$ cat src/rtl/load_store_unit_pkg.sv
// Shared core definitions for the load/store unit:
// register-select codes, access widths and FSM states.
package load_store_unit_pkg;

  localparam logic [1:0] RD_SEL_MEM = 2'd1;

  localparam logic [1:0] WIDTH_BYTE = 2'd0;
  localparam logic [1:0] WIDTH_HALF = 2'd1;
  localparam logic [1:0] WIDTH_WORD = 2'd2;

  typedef enum logic [1:0] {
    IDLE = 2'd0,
    REQ  = 2'd1,
    WAIT = 2'd2,
    DONE = 2'd3
  } lsu_state_t;

  // Width 3 is reserved and behaves as a word.
  function automatic logic is_misaligned(
    input logic [1:0] width,
    input logic [1:0] off
  );
    logic mis;
    unique case (width)
      WIDTH_BYTE: mis = 1'b0;
      WIDTH_HALF: mis = off[0];
      default:    mis = |off;
    endcase
    return mis;
  endfunction

endpackage

$ cat src/rtl/load_store_unit_load_extend.sv
// Load lane extraction: shift the word down to the
// accessed byte, truncate to width, then extend.
module load_extend
  import load_store_unit_pkg::*;
(
  input  logic [31:0] rdata_i,
  input  logic [1:0]  offset_i,
  input  logic [1:0]  width_i,
  input  logic        sign_i,
  output logic [31:0] data_o
);

  logic [31:0] sh;

  // Align, truncate and extend the returned word
  always_comb begin
    sh = rdata_i >> {offset_i, 3'b000};
    unique case (width_i)
      WIDTH_BYTE: data_o = {{24{sign_i & sh[7]}}, sh[7:0]};
      WIDTH_HALF: data_o = {{16{sign_i & sh[15]}}, sh[15:0]};
      default:    data_o = sh;
    endcase
  end

endmodule

$ cat src/rtl/load_store_unit.sv
// MEMPREP-stage load/store unit: one outstanding
// request, registered bus, stalls the pipe until done.
module load_store_unit
  import load_store_unit_pkg::*;
(
  input  logic        clk,
  input  logic        rst,
  input  logic        invalid_MEMPREP,
  input  logic [31:0] alu_result_MEMPREP,
  input  logic        lsu_we_MEMPREP,
  input  logic        lsu_sign_extend_MEMPREP,
  input  logic [1:0]  data_width_MEMPREP,
  input  logic [1:0]  rd_data_sel_MEMPREP,
  input  logic [31:0] rs2_data_MEMPREP,
  output logic        mem_req,
  output logic        mem_we,
  output logic [31:0] mem_addr,
  output logic [3:0]  mem_be,
  output logic [31:0] mem_wdata,
  input  logic        mem_gnt,
  input  logic        mem_rvalid,
  input  logic [31:0] mem_rdata,
  output logic [31:0] load_data_MEMPREP,
  output logic        lsu_done,
  output logic        stall_MEMPREP,
  output logic        misaligned_fault
);

  lsu_state_t  state_q, state_d;
  logic        req_q, req_d;
  logic        we_q, we_d;
  logic [31:0] addr_q, addr_d;
  logic [3:0]  be_q, be_d;
  logic [31:0] wdata_q, wdata_d;
  logic [1:0]  width_q, width_d;
  logic        sign_q, sign_d;
  logic [1:0]  off_q, off_d;
  logic [31:0] ld_q, ld_d;
  logic        done_q, done_d;
  logic        fault_q, fault_d;

  logic        access;
  logic        misaligned;
  logic [1:0]  off_in;
  logic [3:0]  be_st;
  logic [31:0] wdata_st;
  logic [31:0] ext_data;

  assign off_in = alu_result_MEMPREP[1:0];
  assign access = !invalid_MEMPREP &&
                  (lsu_we_MEMPREP ||
                   rd_data_sel_MEMPREP == RD_SEL_MEM);
  assign misaligned =
    is_misaligned(data_width_MEMPREP, off_in);

  // Store lane replication and byte enables
  always_comb begin
    be_st    = 4'b1111;
    wdata_st = rs2_data_MEMPREP;
    unique case (data_width_MEMPREP)
      WIDTH_BYTE: begin
        be_st    = 4'b0001 << off_in;
        wdata_st = {4{rs2_data_MEMPREP[7:0]}};
      end
      WIDTH_HALF: begin
        be_st    = 4'b0011 << {off_in[1], 1'b0};
        wdata_st = {2{rs2_data_MEMPREP[15:0]}};
      end
      default: begin
        be_st    = 4'b1111;
        wdata_st = rs2_data_MEMPREP;
      end
    endcase
  end

  load_extend u_load_extend (
    .rdata_i  (mem_rdata),
    .offset_i (off_q),
    .width_i  (width_q),
    .sign_i   (sign_q),
    .data_o   (ext_data)
  );

  // Next-state and registered-output logic
  always_comb begin
    state_d = state_q;
    req_d   = 1'b0;
    we_d    = we_q;
    addr_d  = addr_q;
    be_d    = be_q;
    wdata_d = wdata_q;
    width_d = width_q;
    sign_d  = sign_q;
    off_d   = off_q;
    ld_d    = ld_q;
    done_d  = 1'b0;
    fault_d = 1'b0;
    unique case (state_q)
      IDLE: begin
        if (access && misaligned) begin
          done_d  = 1'b1;
          fault_d = 1'b1;
        end else if (access) begin
          state_d = REQ;
          req_d   = 1'b1;
          we_d    = lsu_we_MEMPREP;
          addr_d  = {alu_result_MEMPREP[31:2], 2'b00};
          be_d    = lsu_we_MEMPREP ? be_st : 4'b1111;
          wdata_d = wdata_st;
          width_d = data_width_MEMPREP;
          sign_d  = lsu_sign_extend_MEMPREP;
          off_d   = off_in;
        end
      end
      REQ: begin
        req_d = 1'b1;
        if (mem_gnt) begin
          req_d   = 1'b0;
          state_d = we_q ? DONE : WAIT;
          done_d  = we_q;
        end
      end
      WAIT: begin
        if (mem_rvalid) begin
          ld_d    = ext_data;
          state_d = DONE;
          done_d  = 1'b1;
        end
      end
      DONE: begin
        state_d = IDLE;
      end
      default: begin
        state_d = IDLE;
      end
    endcase
  end

  // State and bus registers with synchronous reset
  always_ff @(posedge clk) begin
    if (rst) begin
      state_q <= IDLE;
      req_q   <= 1'b0;
      we_q    <= 1'b0;
      addr_q  <= '0;
      be_q    <= '0;
      wdata_q <= '0;
      width_q <= '0;
      sign_q  <= 1'b0;
      off_q   <= '0;
      ld_q    <= '0;
      done_q  <= 1'b0;
      fault_q <= 1'b0;
    end else begin
      state_q <= state_d;
      req_q   <= req_d;
      we_q    <= we_d;
      addr_q  <= addr_d;
      be_q    <= be_d;
      wdata_q <= wdata_d;
      width_q <= width_d;
      sign_q  <= sign_d;
      off_q   <= off_d;
      ld_q    <= ld_d;
      done_q  <= done_d;
      fault_q <= fault_d;
    end
  end

  assign mem_req           = req_q;
  assign mem_we            = we_q;
  assign mem_addr          = addr_q;
  assign mem_be            = be_q;
  assign mem_wdata         = wdata_q;
  assign load_data_MEMPREP = ld_q;
  assign lsu_done          = done_q;
  assign misaligned_fault  = fault_q;

  assign stall_MEMPREP =
    (state_q == IDLE && access && !misaligned) ||
    state_q == REQ || state_q == WAIT;

endmodule

$ cat config.mk
export PLATFORM = sky130hd
export DESIGN_NAME = load_store_unit
export DESIGN_NICKNAME = d
export VERILOG_FILES = /design/src/rtl/load_store_unit_pkg.sv /design/src/rtl/load_store_unit_load_extend.sv /design/src/rtl/load_store_unit.sv
export SDC_FILE = /design/constraint.sdc
export NUM_CORES = 1
export LEC_CHECK = 0
export CORE_MARGIN = 3
export CORE_UTILIZATION = 45
export CTS_BUF_LIST = sky130_fd_sc_hd__clkbuf_8 sky130_fd_sc_hd__clkbuf_16
export DETAILED_ROUTE_END_ITERATION = 8
export HOLD_SLACK_MARGIN = 0.02
export PLACE_DENSITY = 0.8
export SYNTH_ARGS = -nofsm -noshare
export SYNTH_HDL_FRONTEND = slang
export SYNTH_SLANG_ARGS = --single-unit
$ cat constraint.sdc
create_clock -name clk -period 4.36 [get_ports clk]
set_input_delay 0.654 -clock clk [delete_from_list [all_inputs] [get_ports clk]]
set_output_delay 0.654 -clock clk [all_outputs]
set_load 0.05 [all_outputs]
## Yosys cells after proc, flatten, opt, wreduce, memory -nomap -nowiden

Index checks and enable logic that the tools add are counted.
W data, S select, Z words.

| storage, ports and cells | value |
|---|---|
| bits in registers | 109 |

| operators by class | value |
|---|---|
| reduce and logical (&&, ||, !) cells | 17 |
| shift-type cells | 3 |
| mux-type cells | 19 |
| bitwise gates (word level) | 4 |
| equal/unequal tests | 10 |

Operator list:

| kind | number |
|---|---|
| $pmux W32 S2 | 2 |
| $shr A32 B5 Y32 | 1 |
| $eq A2 B1 Y1 const B | 4 |
| $mux W2 | 4 |
| $ne A2 B2 Y1 const B | 4 |
| $pmux W2 S4 | 1 |
| $pmux W4 S2 | 1 |
| $mux W1 | 7 |
| $logic_not A2 Y1 | 3 |
| $eq A2 B2 Y1 const B | 2 |
| $logic_and A1 B1 Y1 | 4 |
| $mux W4 | 1 |
| $pmux W1 S2 | 2 |
| $reduce_and A4 Y1 | 1 |
| $reduce_or A2 Y1 | 2 |
| $shl A1 B2 Y4 const A | 1 |
| $shl A2 B2 Y4 const A | 1 |
| $logic_or A1 B1 Y1 | 3 |
| $pmux W1 S3 | 1 |
| $reduce_and A3 Y1 | 1 |
| $and A1 B1 Y1 | 2 |
| $logic_not A1 Y1 | 2 |
| $not A1 Y1 | 2 |
| $reduce_and A2 Y1 | 1 |

## Depth between registers and ports, before layout

Gate-level depths: netlist of the first run.

| logic depth | value |
|---|---|
| word-level depth | 7 |
| mapped depth | 7 |
| depth with buffers taken out | 6 |

## Modules after synthesis

A second synthesis of the first run with hierarchy kept.

| unflattened totals | value |
|---|---|
| cell total of the unflattened synthesis | 657 |
| area total of the unflattened synthesis | 5327.6 µm² |

By module, submodules not included:

| module | times used | cells each | seq. area each (µm²) | area each (µm²) |
|---|---|---|---|---|
| load_store_unit | 1 | 551 | 2182.1 | 4519.3 |
| load_extend | 1 | 106 | 0.0 | 808.3 |

## Worst setup path before layout of the first run

OpenSTA, ideal clock, no wires.

| timing path | value |
|---|---|
| path kind | in2out |
| start | input data_width_MEMPREP[1] |
| end | output stall_MEMPREP |
| cell stages on the path | 5 |
| path buffers | 1 |
| setup slack | 1782 ps |
| data arrival time | 1924 ps |
| path through | buf_2 -> o21ai_1 -> nand2_1 -> nor2_1 -> or3_1 |

| between the ends | value |
|---|---|
| longest elaborated chain between the ends | 6 |
| elaborated cells between the ends (all ways) | 7 |

RTL lines:

| what | RTL line | RTL |
|---|---|---|
| from (decl) | load_store_unit.sv:12 | `input logic [1:0] data_width_MEMPREP,` |
| $eq A2 B1 Y1 / $logic_not A2 Y1 (equally long branches) | load_store_unit_pkg.sv:24 | `unique case (width)` |
| $pmux W1 S2 (*) | load_store_unit_pkg.sv:24 |  |
| $logic_not A1 Y1 (*) | load_store_unit.sv:180 | `(state_q == IDLE && access && !misaligned) \|\|` |
| $logic_and A1 B1 Y1 (*) | load_store_unit.sv:180 |  |
| $logic_or A1 B1 Y1 (*) | load_store_unit.sv:180 |  |
| $logic_or A1 B1 Y1 (*) | load_store_unit.sv:181 | `state_q == REQ \|\| state_q == WAIT;` |
| to (decl) | load_store_unit.sv:25 | `output logic stall_MEMPREP,` |

Mark *: on every way between the ends. The rest lies on a longest branch, timed or not.

## Worst setup path in the final report of the first run

Ends and elaborated chain as after synthesis.

==> flow_summary.yaml, run 1 <==
timing:
  slew_viol_final: 0
  worstMarginPinSlew_ns: 1.181
  hold_viol: 0
  setup_viol_count_final: 0
  fin_crit_sh: 0.7061
  fin_tns_setup_ns: 0
  layout_min_cycle_time_ns: 3.078
  relSlewSlack: 0.2128
  holdWs_ns: 0.4557
  skew_ns: 0.007482
  rsz0062_at_grt: "no"
  max_freq_ghz: 0.3248
floorplanning:
  fp.dieW_um: 113.1
  die_h_um: 113.1
  rows: 38
  die_area_sq_um: 12790
  start_util: 0.4678
  ios: 212
  core_sq_um: 11030
yosys:
  yosys-top-cells-area: "dfxtp_1, a21oi_1, o21ai_0"
  ys_types: 44
  synth-main-ff-cell: "dfxtp_1"
  synth_area_leader_cell: "dfxtp_1"
  synth_seq_cells: 109
  avgSynthCellArea_sq_um: 8.459
  netlist_area_sq_um: 5160
  synth_edf_count: 0
  netlist.area_leader.share: 0.4229
  syn-instance-count: 610
  seq_area_frac_synth: 0.4229
  ys_warn_count: 0
  synthArstFlopShare: 0
detailed_routing:
  drt-total-wl_mm: 17.27
  postRouteAntennaNets: 0
  num_vias: 5403
  drt_pass1_iterations: 6
  drt_iter0_markers: 539
  avgRoutedWirePerCell_um: 18.69
  vias_per_cell: 5.847
  drc_errors: 0
power:
  finalPower_mw: 3.107
  pwr-share-comb: 0.375
  peakVddDrop_uv: 206.4
  clockPowerShare: 0.248
  power_density_nw_per_um2: 416.3
  p_int_mw: 1.935
  p_leak_nw: 2.550
  netSwitchingFraction: 0.3771
  seqPwrFrac: 0.377
  p_sw_mw: 1.172
run_status:
  status: "complete, no violations"
cells_and_area:
  drive_gt1_frac: 0.06250
  syn_to_final_growth_pct: 44.62
  layout_commonest_cell: "clkdlybuf4s50_1"
  final_cell_mix: "clkdlybuf4s50_1, dfxtp_1, a21oi_1"
  n_antenna_cell: 0
  finish.utilization: 0.6765
  finalNetCount: 891
placed_design:
  hpwl_mm: 12.20
  io_buffers: 209
  gp_congestion: 0.8805
global_route:
  grt_max_degree: 111
  antenna_found_initial: 0
  grt_pass1_vias: 5429
  track_usage: 0.2595
  grt_pass1_wl_mm: 27.22
  grt_remaining_overflow: 0
clock_tree:
  post_cts_buffers: 0
  cts.htree.levels: 3
  cts_buffers: 9
  cts_buffer_depth: 2
  cts_hold_buf: 0
  path_clk_slew_ns: 0.07
  cts_resized: 0
  insertion_delay_ns: 0.34
  cts_tree: "yes"
  cts_num_sinks: 109
  cts-root-buf: "clkbuf_16"
setup_path:
  critPathKind: "in -> out"
  critPathCaptureType: "primary output"
  startpoint_type: "input port"
  arrival_ns: 2.42
  cp.required_ns: 3.71
  cp_max_fo: 14
job:
  maxCapViolCount: 0
hold_path:
  hold_class: "reg -> reg"
-- flip-flops by register name (all words and copies together), names as in the netlist --
register	count
state_q	2
mem_req	1
sign_q	1
width_q	2
lsu_done	1
misaligned_fault	1
mem_wdata	32
mem_we	1
mem_be	4
off_q	2
load_data_MEMPREP	32
mem_addr	30
-- worst max-delay path: stages --
cell	delay, ns
clkdlybuf4s50_1	0.85
nand2_1	0.19
nand2_1	0.11
nor2_1	0.07
or3_1	0.37
buf_12	0.17
-- cells by family (layout without fill, tap and decap cells) --
| family | count (synthesis) | count (layout) | share of synthesized area |
|---|---|---|---|
| compound gates | 238 | 238 | 0.2743 |
| simple gates | 147 | 147 | 0.1331 |
| mux | 42 | 42 | 0.08826 |
| fa+ha+maj | 5 | 5 | 0.01212 |
| other cells | 1 | 2 | 0.0007268 |
| flops | 109 | 109 | 0.4229 |
| buf+inv | 68 | 241 | 0.06862 |
-- metal layers --
metal  wire length, um  GRT usage
met1              6646     0.3136
met2              8558     0.4419
met3              1716    0.07861
met4               350    0.08413
met5                 0          0
-- synthesized netlist by cell type (all sizes together) (3+ instances only) --
| cell | n |
|---|---|
| dfxtp | 109 |
| a21oi | 106 |
| o21ai | 72 |
| nand3 | 53 |
| clkbuf | 42 |
| nand2 | 38 |
| mux2i | 32 |
| nor2 | 30 |
| a211oi | 28 |
| buf | 18 |
| nor3 | 10 |
| a311oi | 9 |
| mux2 | 8 |
| o211ai | 8 |
| o2bb2ai | 7 |
| inv | 6 |
| ha | 5 |
| nand2b | 5 |
| nor2b | 3 |
-- stage by stage --
step                      instance area [sq um]  instances  setup WS [ns]
after global routing                       7462        924          1.179
after CTS                                  7462        924          1.276
final                                      7462        924          1.282
after floorplan                            5164        611          1.782
after detailed placement                   7183        908          1.095
after global placement                     7183        908          1.213
-- power by group through the flow --
stage | Sequential (mW) | Combinational (mW) | Clock [mW]
floorplan | 1.50 | 0.429 | 0
global placement | 1.19 | 1.14 | 0
detailed placement | 1.19 | 1.16 | 0
CTS | 1.17 | 1.16 | 0.778
global route | 1.18 | 1.23 | 0.824
finish | 1.17 | 1.17 | 0.770
-- final timing paths --
kind / slack [ns] / cells past startpoint / startpoint / endpoint
worst min register to register: 0.46 / 2 / load_data_MEMPREP[2] / load_data_MEMPREP[2]
worst min-delay path: 0.46 / 2 / load_data_MEMPREP[2] / load_data_MEMPREP[2]
worst max-delay path: 1.28 / 6 / data_width_MEMPREP[1] / stall_MEMPREP
worst max register to register: 1.67 / 4 / off_q[1] / load_data_MEMPREP[29]
-- final cells by class --
class,count,area (sq um)
Multi-Input combinational cell,434,2629
Sequential cell,109,2182
Inverter,6,22.52
Tap cell,140,175.2
Clock buffer,11,252.7
Clock inverter,5,26.28
Fill cell,897,3568
Timing Repair Buffer,219,2175
Note: power is estimated with default switching activity, not from simulation.
==> run 2, diff against run 1 <==
CORE_UTILIZATION = 43   (was 45)
PLACE_DENSITY = 0.77   (was 0.8)
clock period = 3 ns   (was 4.36 ns; I/O delays follow)
==> flow_summary.yaml, run 2 (same netlist as run 1, synthesis figures left out) <==
run_status:
  status: "complete, no violations"
cells_and_area:
  final_cell_mix: "clkdlybuf4s50_1, dfxtp_1, a21oi_1"
  n_antenna_cell: 0
  layout_commonest_cell: "clkdlybuf4s50_1"
  finalNetCount: 900
  syn_to_final_growth_pct: 46.44
  design_area_sq_um: 7556
  drive_gt1_frac: 0.07197
  finish.utilization: 0.6534
clock_tree:
  cts_num_sinks: 109
  cts_tree: "yes"
  insertion_delay_ns: 0.34
  cts-root-buf: "clkbuf_16"
  path_clk_slew_ns: 0.07
  cts_resized: 0
  cts_hold_buf: 0
  cts_buffers: 9
  cts_buffer_depth: 2
  post_cts_buffers: 0
  cts.htree.levels: 3
power:
  power_density_nw_per_um2: 605.7
  finalPower_mw: 4.576
  peakVddDrop_uv: 291.8
  p_leak_nw: 2.600
detailed_routing:
  num_vias: 5338
  avgRoutedWirePerCell_um: 18.37
  drt_pass1_iterations: 6
  drt-total-wl_mm: 17.18
  vias_per_cell: 5.709
  postRouteAntennaNets: 0
  drt_iter0_markers: 340
  drc_errors: 0
setup_path:
  crit_buf_inv: 2
  max_stage_delay_ns: 0.41
  critPathKind: "reg -> out"
  startpoint_type: "flip-flop"
  crit_family: "simple AND/OR/NAND/NOR gates"
  cp.required_ns: 2.55
  timing.rr.start: "off_q[1]"
  critPathCaptureType: "primary output"
  worst_path_max_delay_cell: "dfxtp_1"
  startpoint: "state_q[0]"
  arrival_ns: 1.91
  cp_max_fo: 5
  cp_cell_sequence: "inv_1, ha_1, o211ai_1, nor2_1, or3_1, buf_12"
timing:
  fin_tns_setup_ns: 0
  skew_ns: 0.006655
  relSlewSlack: 0.4363
  fin_crit_sh: 0.7864
  holdWs_ns: 0.4601
  worstMarginPinSlew_ns: 0.8391
  max_freq_ghz: 0.4239
  layout_min_cycle_time_ns: 2.359
  hold_viol: 0
  slew_viol_final: 0
  setup_viol_count_final: 0
  rsz0062_at_grt: "no"
global_route:
  grt_remaining_overflow: 0
  antenna_found_initial: 0
  grt_pass1_wl_mm: 26.85
  track_usage: 0.2518
  grt_pass1_vias: 5316
  grt_max_degree: 69
job:
  maxCapViolCount: 0
floorplanning:
  core_sq_um: 11560
  fp.dieW_um: 115.5
  rows: 39
  die_area_sq_um: 13350
  start_util: 0.4462
  ios: 212
  die_h_um: 115.5
hold_path:
  hold_class: "reg -> reg"
  min_from: "load_data_MEMPREP[0]"
placed_design:
  hpwl_mm: 12.73
  io_buffers: 209
  place_area_sq_um: 7267
  gp_congestion: 0.8598
## run 2: cell count changes in the layout (fill, tap and decap cells not counted)
cell,delta
bufinv_16,+1
buf_4,+8
inv_6,+2
buf_12,+1
clkinv_2,-2
clkbuf_8,-2
## run 2: cell type report
cell class | count | area, sq um
multi-input cells | 434 | 2629
repair buffers | 228 | 2255
inverters | 6 | 22.52
fillers | 994 | 4009
flip-flops and latches | 109 | 2182
clock inverters | 6 | 63.81
clock buffers | 9 | 225.2
well taps | 143 | 178.9
## run 2: path summary, 6_finish.rpt
path | slack [ns] | cells past startpoint | endpoint
min reg2reg | 0.46 | 2 | load_data_MEMPREP[0]
min | 0.46 | 2 | load_data_MEMPREP[0]
max reg2reg | 0.90 | 6 | load_data_MEMPREP[29]
max | 0.64 | 6 | stall_MEMPREP
## run 2: metrics by stage
step           worst slack (ns)  instances
5_1_grt                  0.5699        935
3_5_place_dp             0.5624        920
6_report                 0.6409        935
2_1_floorplan            0.8298        611
4_1_cts                  0.6329        935
3_3_place_gp             0.6257        920
## run 2: per-layer routing
layer	track usage	share of wire
met2	0.4298	0.49
met4	0.09546	0.025
met5	0	0
met3	0.08146	0.097
met1	0.2951	0.39
## run 2: power by group
group,internal (mW),total [mW],switching [mW]
clock network,0.644,1.17,0.523
logic,0.624,1.71,1.09
registers,1.60,1.69,0.0964
total,2.87,4.58,1.71
## run 2: tightest hold or removal path, cell delays in order, from the launching register on
cell     delay, ns
dfxtp_1       0.31
nand2_1       0.05
a21oi_1       0.05
==> run 3, diff against run 2 <==
clock period = 2.4 ns   (was 3 ns; I/O delays follow)
==> flow_summary.yaml, run 3 (same netlist as run 1, synthesis figures left out) <==
placed_design:
  hpwl_mm: 12.35
  place_inst: 924
  place_area_sq_um: 7322
  io_buffers: 209
  gp_congestion: 0.9071
  pre_cts_slack_ns: 0.1010
clock_tree:
  post_cts_buffers: 0
  cts_buffers: 9
  path_clk_slew_ns: 0.07
  cts.htree.levels: 3
  cts_buffer_depth: 2
  cts_tree: "yes"
  cts-root-buf: "clkbuf_16"
  cts_num_sinks: 109
  cts_hold_buf: 0
  insertion_delay_ns: 0.35
  cts_resized: 0
cells_and_area:
  layout_commonest_cell: "clkdlybuf4s50_1"
  seqCellArea_sq_um: 2182
  finish.utilization: 0.6563
  final_cell_mix: "clkdlybuf4s50_1, dfxtp_1, a21oi_1"
  drive_gt1_frac: 0.07663
  nFillCells: 992
  layoutNonFillerInstCount: 939
  syn_to_final_growth_pct: 47.09
  multi_input_area_sq_um: 2629
  design_area_sq_um: 7590
  n_antenna_cell: 0
  finalNetCount: 904
timing:
  fin_tns_setup_ns: 0
  finalWorstSetupSlack_ns: 0.1679
  rsz0062_at_grt: "no"
  worstMarginPinSlew_ns: 0.6888
  skew_ns: 0.005022
  hold_viol: 0
  slew_viol_final: 0
  fin_crit_sh: 0.9301
  max_freq_ghz: 0.4480
  relSlewSlack: 0.5408
  layout_min_cycle_time_ns: 2.232
  holdWs_ns: 0.4632
  setup_viol_count_final: 0
detailed_routing:
  wl_met2_mm: 8.185
  num_vias: 5363
  drt_iter0_markers: 352
  drc_errors: 0
  avgRoutedWirePerCell_um: 18.07
  m1WireLength_mm: 6.750
  drt_pass1_iterations: 5
  drt-total-wl_mm: 16.97
  wl_met3_mm: 1.732
  top_layer: "met4"
  postRouteAntennaNets: 0
  vias_per_cell: 5.711
setup_path:
  startpoint_type: "flip-flop"
  cp_cell_sequence: "inv_1, ha_1, o211ai_1, nor2_1, or3_1, buf_12"
  cp.required_ns: 2.04
  worst_path_max_delay_cell: "dfxtp_1"
  crit_buf_inv: 2
  max_stage_delay_ns: 0.41
  cp_max_fo: 5
  crit_family: "simple AND/OR/NAND/NOR gates"
  arrival_ns: 1.87
  critPathCaptureType: "primary output"
  critPathKind: "reg -> out"
job:
  maxCapViolCount: 0
floorplanning:
  die_area_sq_um: 13350
  core_sq_um: 11560
  start_util: 0.4462
  rows: 39
  fp.dieW_um: 115.5
  die_h_um: 115.5
  ios: 212
global_route:
  antenna_found_initial: 0
  grt_pass1_vias: 5143
  grt_remaining_overflow: 0
  track_usage: 0.2434
  grt_max_degree: 68
  grt_pass1_wl_mm: 25.96
power:
  p_leak_nw: 2.616
  finalPower_mw: 5.641
  power_density_nw_per_um2: 743.3
  peakVddDrop_uv: 397.5
hold_path:
  hold_class: "reg -> reg"
run_status:
  status: "complete, no violations"
## run 3: path summary, 6_finish.rpt
check | from | end | slack, ns | cells after the start
min reg2reg | load_data_MEMPREP[0] | load_data_MEMPREP[0] | 0.46 | 2
max reg2reg | state_q[0] | mem_wdata[6] | 0.50 | 7
min | load_data_MEMPREP[0] | load_data_MEMPREP[0] | 0.46 | 2
max | state_q[0] | stall_MEMPREP | 0.17 | 6
## run 3: tightest hold or removal path: stages (launching register included)
cell,delay (ns)
dfxtp_1,0.31
nand2_1,0.05
a21oi_1,0.05
## run 3: power breakdown
part           internal, mW  switching, mW  total [mW]
combinational         0.800           1.37        2.17
clock                 0.719          0.643        1.36
sequential             2.00          0.114        2.11
total                  3.52           2.12        5.64
## run 3: area by class of cell
class	count	share of cell area
clock buffer	10	0.03149
multi-input combinational	434	0.3464
clock inverter	5	0.003792
inverter	6	0.002967
tap	143	0.02357
timing repair buffer	232	0.3043
sequential	109	0.2875
## run 3: layer usage
metal / GRT usage / vias up
met4: 0.07277 / 0
li1: - / 2572
met2: 0.4163 / 243
met3: 0.08668 / 24
met5: 0 / -
met1: 0.2876 / 2524
